--- config.mk ---
export PLATFORM = sky130hd
export DESIGN_NAME = seq_gen_param
export DESIGN_NICKNAME = d
export VERILOG_FILES = /design/src/rtl/seq_gen_pkg.sv /design/src/rtl/seq_gen_next.sv /design/src/rtl/seq_gen_param.sv
export SDC_FILE = /design/constraint.sdc
export NUM_CORES = 1
export LEC_CHECK = 0
export CAP_MARGIN = 20
export CORE_ASPECT_RATIO = 0.9
export CORE_MARGIN = 3
export CORE_UTILIZATION = 35
export DETAILED_ROUTE_END_ITERATION = 8
export HOLD_SLACK_MARGIN = 0.02
export SYNTH_ARGS = -nofsm -noshare
export SYNTH_HDL_FRONTEND = slang
export SYNTH_SLANG_ARGS = --single-unit
--- constraint.sdc ---
create_clock -name clk -period 3.3 [get_ports clk]
set_input_delay 0.33 -clock clk [delete_from_list [all_inputs] [get_ports clk]]
set_output_delay 0.33 -clock clk [all_outputs]
set_load 0.05 [all_outputs]
--- src/rtl/seq_gen_pkg.sv ---
// Shared types and helpers for the multi-mode sequence generator.
// The optional SEQ_GEN_STEP_EN build uses the same package unchanged.
package seq_gen_pkg;

   typedef enum logic [2:0] {
      SEQ_UP      = 3'd0,
      SEQ_DOWN    = 3'd1,
      SEQ_GRAY    = 3'd2,
      SEQ_JOHNSON = 3'd3,
      SEQ_LFSR    = 3'd4
   } seq_mode_e;

   localparam logic [2:0] MODE_GRAY = SEQ_GRAY;

   // Widest state the Gray helper supports; narrower states are zero-extended.
   localparam int SEQ_MAX_W = 32;

   function automatic logic [SEQ_MAX_W-1:0] bin2gray(input logic [SEQ_MAX_W-1:0] b);
      return b ^ (b >> 1);
   endfunction

endpackage

--- src/rtl/seq_gen_next.sv ---
// Combinational next-state and wrap computation for every sequence mode.
// With SEQ_GEN_STEP_EN defined, UP/DOWN/GRAY advance by i_step modulo (limit+1).
module seq_gen_next
   import seq_gen_pkg::*;
#(
   parameter int               WIDTH     = 3,
   parameter logic [WIDTH-1:0] LFSR_TAPS = WIDTH'(3'b110)
) (
   input  logic [WIDTH-1:0] i_state,
   input  logic [2:0]       i_mode,
   input  logic [WIDTH-1:0] i_limit,
`ifdef SEQ_GEN_STEP_EN
   input  logic [WIDTH-1:0] i_step,
`endif
   output logic [WIDTH-1:0] o_next,
   output logic             o_wrap,
   output logic             o_valid
);

   logic [WIDTH-1:0] w_up_next, w_dn_next, w_jc_next, w_lf_next;
   logic             w_up_wrap, w_dn_wrap;

`ifdef SEQ_GEN_STEP_EN
   logic [WIDTH:0]   w_lim1, w_step_raw, w_step, w_st_ext, w_up_sum;
   logic [WIDTH-1:0] w_up_red, w_dn_red;

   // limit+1 needs the extra bit so limit=all-ones still gives a modulus of 2^WIDTH.
   assign w_lim1     = {1'b0, i_limit} + (WIDTH+1)'(1);
   assign w_step_raw = {1'b0, i_step};
   assign w_step     = (w_step_raw > {1'b0, i_limit}) ? (w_step_raw % w_lim1) : w_step_raw;
   assign w_st_ext   = {1'b0, i_state};
   assign w_up_sum   = w_st_ext + w_step;
   assign w_up_red   = WIDTH'(w_up_sum - w_lim1);
   assign w_dn_red   = WIDTH'(w_st_ext + w_lim1 - w_step);

   always_comb begin
      w_up_next = i_state;
      w_up_wrap = 1'b0;
      w_dn_next = i_state;
      w_dn_wrap = 1'b0;
      if (w_step != '0) begin
         if (w_up_sum > {1'b0, i_limit}) begin
            w_up_next = w_up_red;
            w_up_wrap = 1'b1;
         end else begin
            w_up_next = w_up_sum[WIDTH-1:0];
         end
         if (w_st_ext < w_step) begin
            w_dn_next = w_dn_red;
            w_dn_wrap = 1'b1;
         end else begin
            w_dn_next = i_state - w_step[WIDTH-1:0];
         end
      end
   end
`else
   assign w_up_wrap = (i_state >= i_limit);
   assign w_up_next = w_up_wrap ? '0 : i_state + WIDTH'(1);
   assign w_dn_wrap = (i_state == '0) || (i_state > i_limit);
   assign w_dn_next = w_dn_wrap ? i_limit : i_state - WIDTH'(1);
`endif

   assign w_jc_next = {i_state[WIDTH-2:0], ~i_state[WIDTH-1]};
   // All-zero state would lock the LFSR, so it is forced to 1.
   assign w_lf_next = (i_state == '0) ? WIDTH'(1)
                                      : {i_state[WIDTH-2:0], ^(i_state & LFSR_TAPS)};

   always_comb begin
      o_next  = i_state;
      o_wrap  = 1'b0;
      o_valid = 1'b0;
      case (seq_mode_e'(i_mode))
         SEQ_UP, SEQ_GRAY: begin
            o_next  = w_up_next;
            o_wrap  = w_up_wrap;
            o_valid = 1'b1;
         end
         SEQ_DOWN: begin
            o_next  = w_dn_next;
            o_wrap  = w_dn_wrap;
            o_valid = 1'b1;
         end
         SEQ_JOHNSON: begin
            o_next  = w_jc_next;
            o_wrap  = (w_jc_next == '0);
            o_valid = 1'b1;
         end
         SEQ_LFSR: begin
            o_next  = w_lf_next;
            o_wrap  = (w_lf_next == WIDTH'(1));
            o_valid = 1'b1;
         end
         default: ;
      endcase
   end

endmodule

--- src/rtl/seq_gen_param.sv ---
// Parametrised multi-mode sequence generator: state/output registers, load priority, Gray decode.
// Optional macro SEQ_GEN_STEP_EN adds the `step` input for strided UP/DOWN/GRAY counting.
module seq_gen_param
   import seq_gen_pkg::*;
#(
   parameter int               WIDTH     = 3,
   parameter logic [WIDTH-1:0] RESET_VAL = '0,
   parameter logic [WIDTH-1:0] LFSR_TAPS = WIDTH'(3'b110)
) (
   input  logic             clk,
   input  logic             rst,
   input  logic             en,
   input  logic [2:0]       mode,
   input  logic             load,
   input  logic [WIDTH-1:0] load_val,
   input  logic [WIDTH-1:0] limit,
`ifdef SEQ_GEN_STEP_EN
   input  logic [WIDTH-1:0] step,
`endif
   output logic [WIDTH-1:0] out,
   output logic             wrap
);

   logic [WIDTH-1:0] r_state, r_out;
   logic             r_wrap;
   logic [WIDTH-1:0] w_next, w_dec_next, w_dec_load;
   logic             w_wrap, w_valid;

   seq_gen_next #(
      .WIDTH     (WIDTH),
      .LFSR_TAPS (LFSR_TAPS)
   ) u_next (
      .i_state (r_state),
      .i_mode  (mode),
      .i_limit (limit),
`ifdef SEQ_GEN_STEP_EN
      .i_step  (step),
`endif
      .o_next  (w_next),
      .o_wrap  (w_wrap),
      .o_valid (w_valid)
   );

   // Output is decoded from the value being written, using the mode current at that edge.
   assign w_dec_next = (mode == MODE_GRAY) ? WIDTH'(bin2gray(SEQ_MAX_W'(w_next)))   : w_next;
   assign w_dec_load = (mode == MODE_GRAY) ? WIDTH'(bin2gray(SEQ_MAX_W'(load_val))) : load_val;

   always_ff @(posedge clk or posedge rst) begin
      if (rst) begin
         r_state <= RESET_VAL;
         r_out   <= '0;
         r_wrap  <= 1'b0;
      end else if (load) begin
         r_state <= load_val;
         r_out   <= w_dec_load;
         r_wrap  <= 1'b0;
      end else if (en && w_valid) begin
         r_state <= w_next;
         r_out   <= w_dec_next;
         r_wrap  <= w_wrap;
      end else begin
         r_wrap  <= 1'b0;
      end
   end

   assign out  = r_out;
   assign wrap = r_wrap;

endmodule

==> summary.md <==
| Metric | Value |
|---|---|
| Inserted Clock Buffers | 3 |
| Design Area, Final | 966 um^2 |
| CP Capture Type | flop |
| Non-Filler Instances | 142 |
| HPWL Detailed | 1.51 mm |
| Post-route setup slack | 0.978 ns |
| Crit path max fanout | 6 |
| Final Total Pwr | 328 uW |
| Pins over their slew limit | 0 |
| Hold Crit Class | input pin to async pin |
| Vias in the first global route | 708 |
| Max Freq | 0.431 GHz |
| Reg-to-Reg Start | r_state[0] |
| Most common cell in the synthesized netlist | nand2_1 |
| Slowest-stage cell, CP | clkdlybuf4s50_1 |
| Ys async rst share | 100% |
| First-pass DRT Iterations | 4 |
| Slew margin rel. | 66.7% |
| Starting Density | 38.5% |
| Status | completed |
| Fin nets | 138 |
| Cts repair resizes | 0 |
| Placer Congestion | 0.899 |
| Synth Net Count | 121 |
| Power Density | 339 nW/um^2 |
| Die Ht | 50.6 um |
| Setup CP Type | input pin to flop |
| Hold Vio Cnt, Final | 0 |
| # rows | 15 |
| Top Family by Delay on Critical Path | compound AO/OA/AOI/OAI gates |
| Layout cells sized above 1 | 8.55% |
| Mapped Area | 773 um^2 |
| CTS sink count | 6 |
| Sum Neg Setup Slack | 0 ns |
| Critical Path RT | 3.46 ns |
| EDFF count, synth | 0 |
| Top post-synthesis cells by area | dfrtp_1 19%, ha_1 9.7%, nand2_1 6.8% |
| Pin count of the biggest net entering global routing | 15 |
| Yosys top cell area share | 19.4% |
| Ys flop type | dfrtp_1 |
| Die Width | 55.5 um |
| Reg area | 150 um^2 |
| Synth top cells by count | 14 x nand2_1, 9 x a21oi_1, 7 x inv_1, 7 x o21ai_0 |
| CP Cell Sequence | clkdlybuf4s50_1 -> inv_1 -> ha_1 -> a21o_1 -> a311oi_2 -> a21oi_1 -> o211ai_2 -> xnor2_1 -> nand2_1 -> a22oi_1 |
| CTS tree | done |
| Port bufs | 16 |
| CP Launch Type | input pin |
| Post-route ant nets | 0 |
| Congestion Overflow GR | 0 |
| Crit path DAT | 2.48 ns |
| Setup Fix Bufs, Post-CTS | 0 |
| Cell taking the most area after synthesis | dfrtp_1 |
| # hold bufs at CTS | 0 |
| Maximum VDD drop | 0.000322 V |
| Mapped Cells | 102 |
| Htree depth | 1 |
| Final core utilization | 48.1% |
| Drt first-iter violations | 43 |
| CP bufs+invs | 2 |
| Worst Tran Pin Value | 0.498 ns |
| Die area | 2810 um^2 |
| Setup violations, final | 0 |
| DRC errors left | 0 |
| Clk_lat worst skew | 0.24 ns |
| Initial antenna violation count | 0 |
| Post-synthesis sequential area ratio | 19.4% |
| Detailed Route WL | 1.86 mm |
| Fillers | 191 |
| Area post-placement | 943 um^2 |
| Syn_area_per_cell | 7.58 um^2 |
| Drt wl/cell | 13.1 um |
| Synth Register Bits | 6 |
| Final hold slack | 0.305 ns |
| Post-synth cell types | 39 |
| CTS Root Cell | clkbuf_4 |
| Tcrit/Tclk final | 70.4% |
| CP max stage delay | 0.49 ns |
| Leak | 0.421 nW |
| MaxCap Viol Count | 0 |
| Placeable Area | 2010 um^2 |
| Via count | 814 |
| Placed insts | 139 |
| Total GRT Usage | 14.1% |
| Worst Skew | 0.00602 ns |
| RSZ-0062 raised after global routing | false |
| Ports | 17 |
| Area delta synth->final | 24.9% |
| DP Worst Slack | 0.719 ns |
| Clk buf depth | 2 |
| Global-route wire length before repair | 3.23 mm |
| Vias/cell | 5.73 |
| Synth Warn # | 0 |
| Clk slew on worst S/H paths | 0.05 ns |
| Final min period | 2.32 ns |
| CP startpoint | limit[2] |
| Antenna diode count | 0 |
| Multi-input gate area | 576 um^2 |
## sequential cells by signal, indices dropped and copies added, names as in the netlist
register and cells:
wrap 1, out 2, r_state 3
## path summary, 6_finish.rpt
kind,to,slack [ns],depth (start not counted)
setup / recovery,out[0],0.98,10
hold / removal,out[0],0.31,2
setup reg to reg,out[0],1.01,9
hold reg to reg,out[1],0.58,2
max in group asynchronous,wrap,2.79,2
min in group clk,out[1],0.58,2
## cells by family after synthesis
logic type / count (synthesis) / share of synthesized area [%]
compound gates: 35 / 32.4
mux: 1 / 1.29
fa+ha+maj: 7 / 11.0
xor+xnor: 4 / 4.53
simple gates: 38 / 25.2
buf+inv: 11 / 6.15
flops: 6 / 19.4
## worst register-to-register path: cells and delay by family (launching register included)
| kind | cells | cell delay (ns) |
|---|---|---|
| simple gates | 2 | 0.25 |
| flops | 1 | 0.49 |
| compound gates | 4 | 0.84 |
| xor+xnor | 1 | 0.14 |
| buf+inv | 1 | 0.14 |
| fa+ha+maj | 1 | 0.33 |
## power breakdown
part	switching (mW)	total, mW	internal (mW)
Sequential	0.0123	0.0939	0.0816
Clock	0.0259	0.0670	0.0411
Combinational	0.0952	0.167	0.0717
## per-layer routing
layer  vias up  global-route usage, %  wire [um]
li1        408                      -          -
met1       366                   21.5        933
met2        40                   19.7        781
met3         0                   4.63        147
met4         0                   1.21          0
met5         -                      0          0
## cells in the final DEF, fill, tap and decap left out, types with 3 or more instances in the layout
master / instances
and3_1: 3
clkdlybuf4s50_1: 16
inv_1: 7
nor2_1: 4
nand2_1: 14
clkbuf_4: 3
a22oi_1: 3
a21oi_1: 9
nand3_1: 5
o21ai_0: 7
ha_1: 6
a31oi_1: 3
dfrtp_1: 6
## layout make-up
type                    instances  share of cell area, %
clock buffers                   3                   2.33
inverters                       7                   2.72
multi-input cells              85                   59.6
flip-flops and latches          6                   15.5
well taps                      25                   3.24
repair buffers                 16                   16.6
Note: power is estimated with default switching activity, not from simulation.
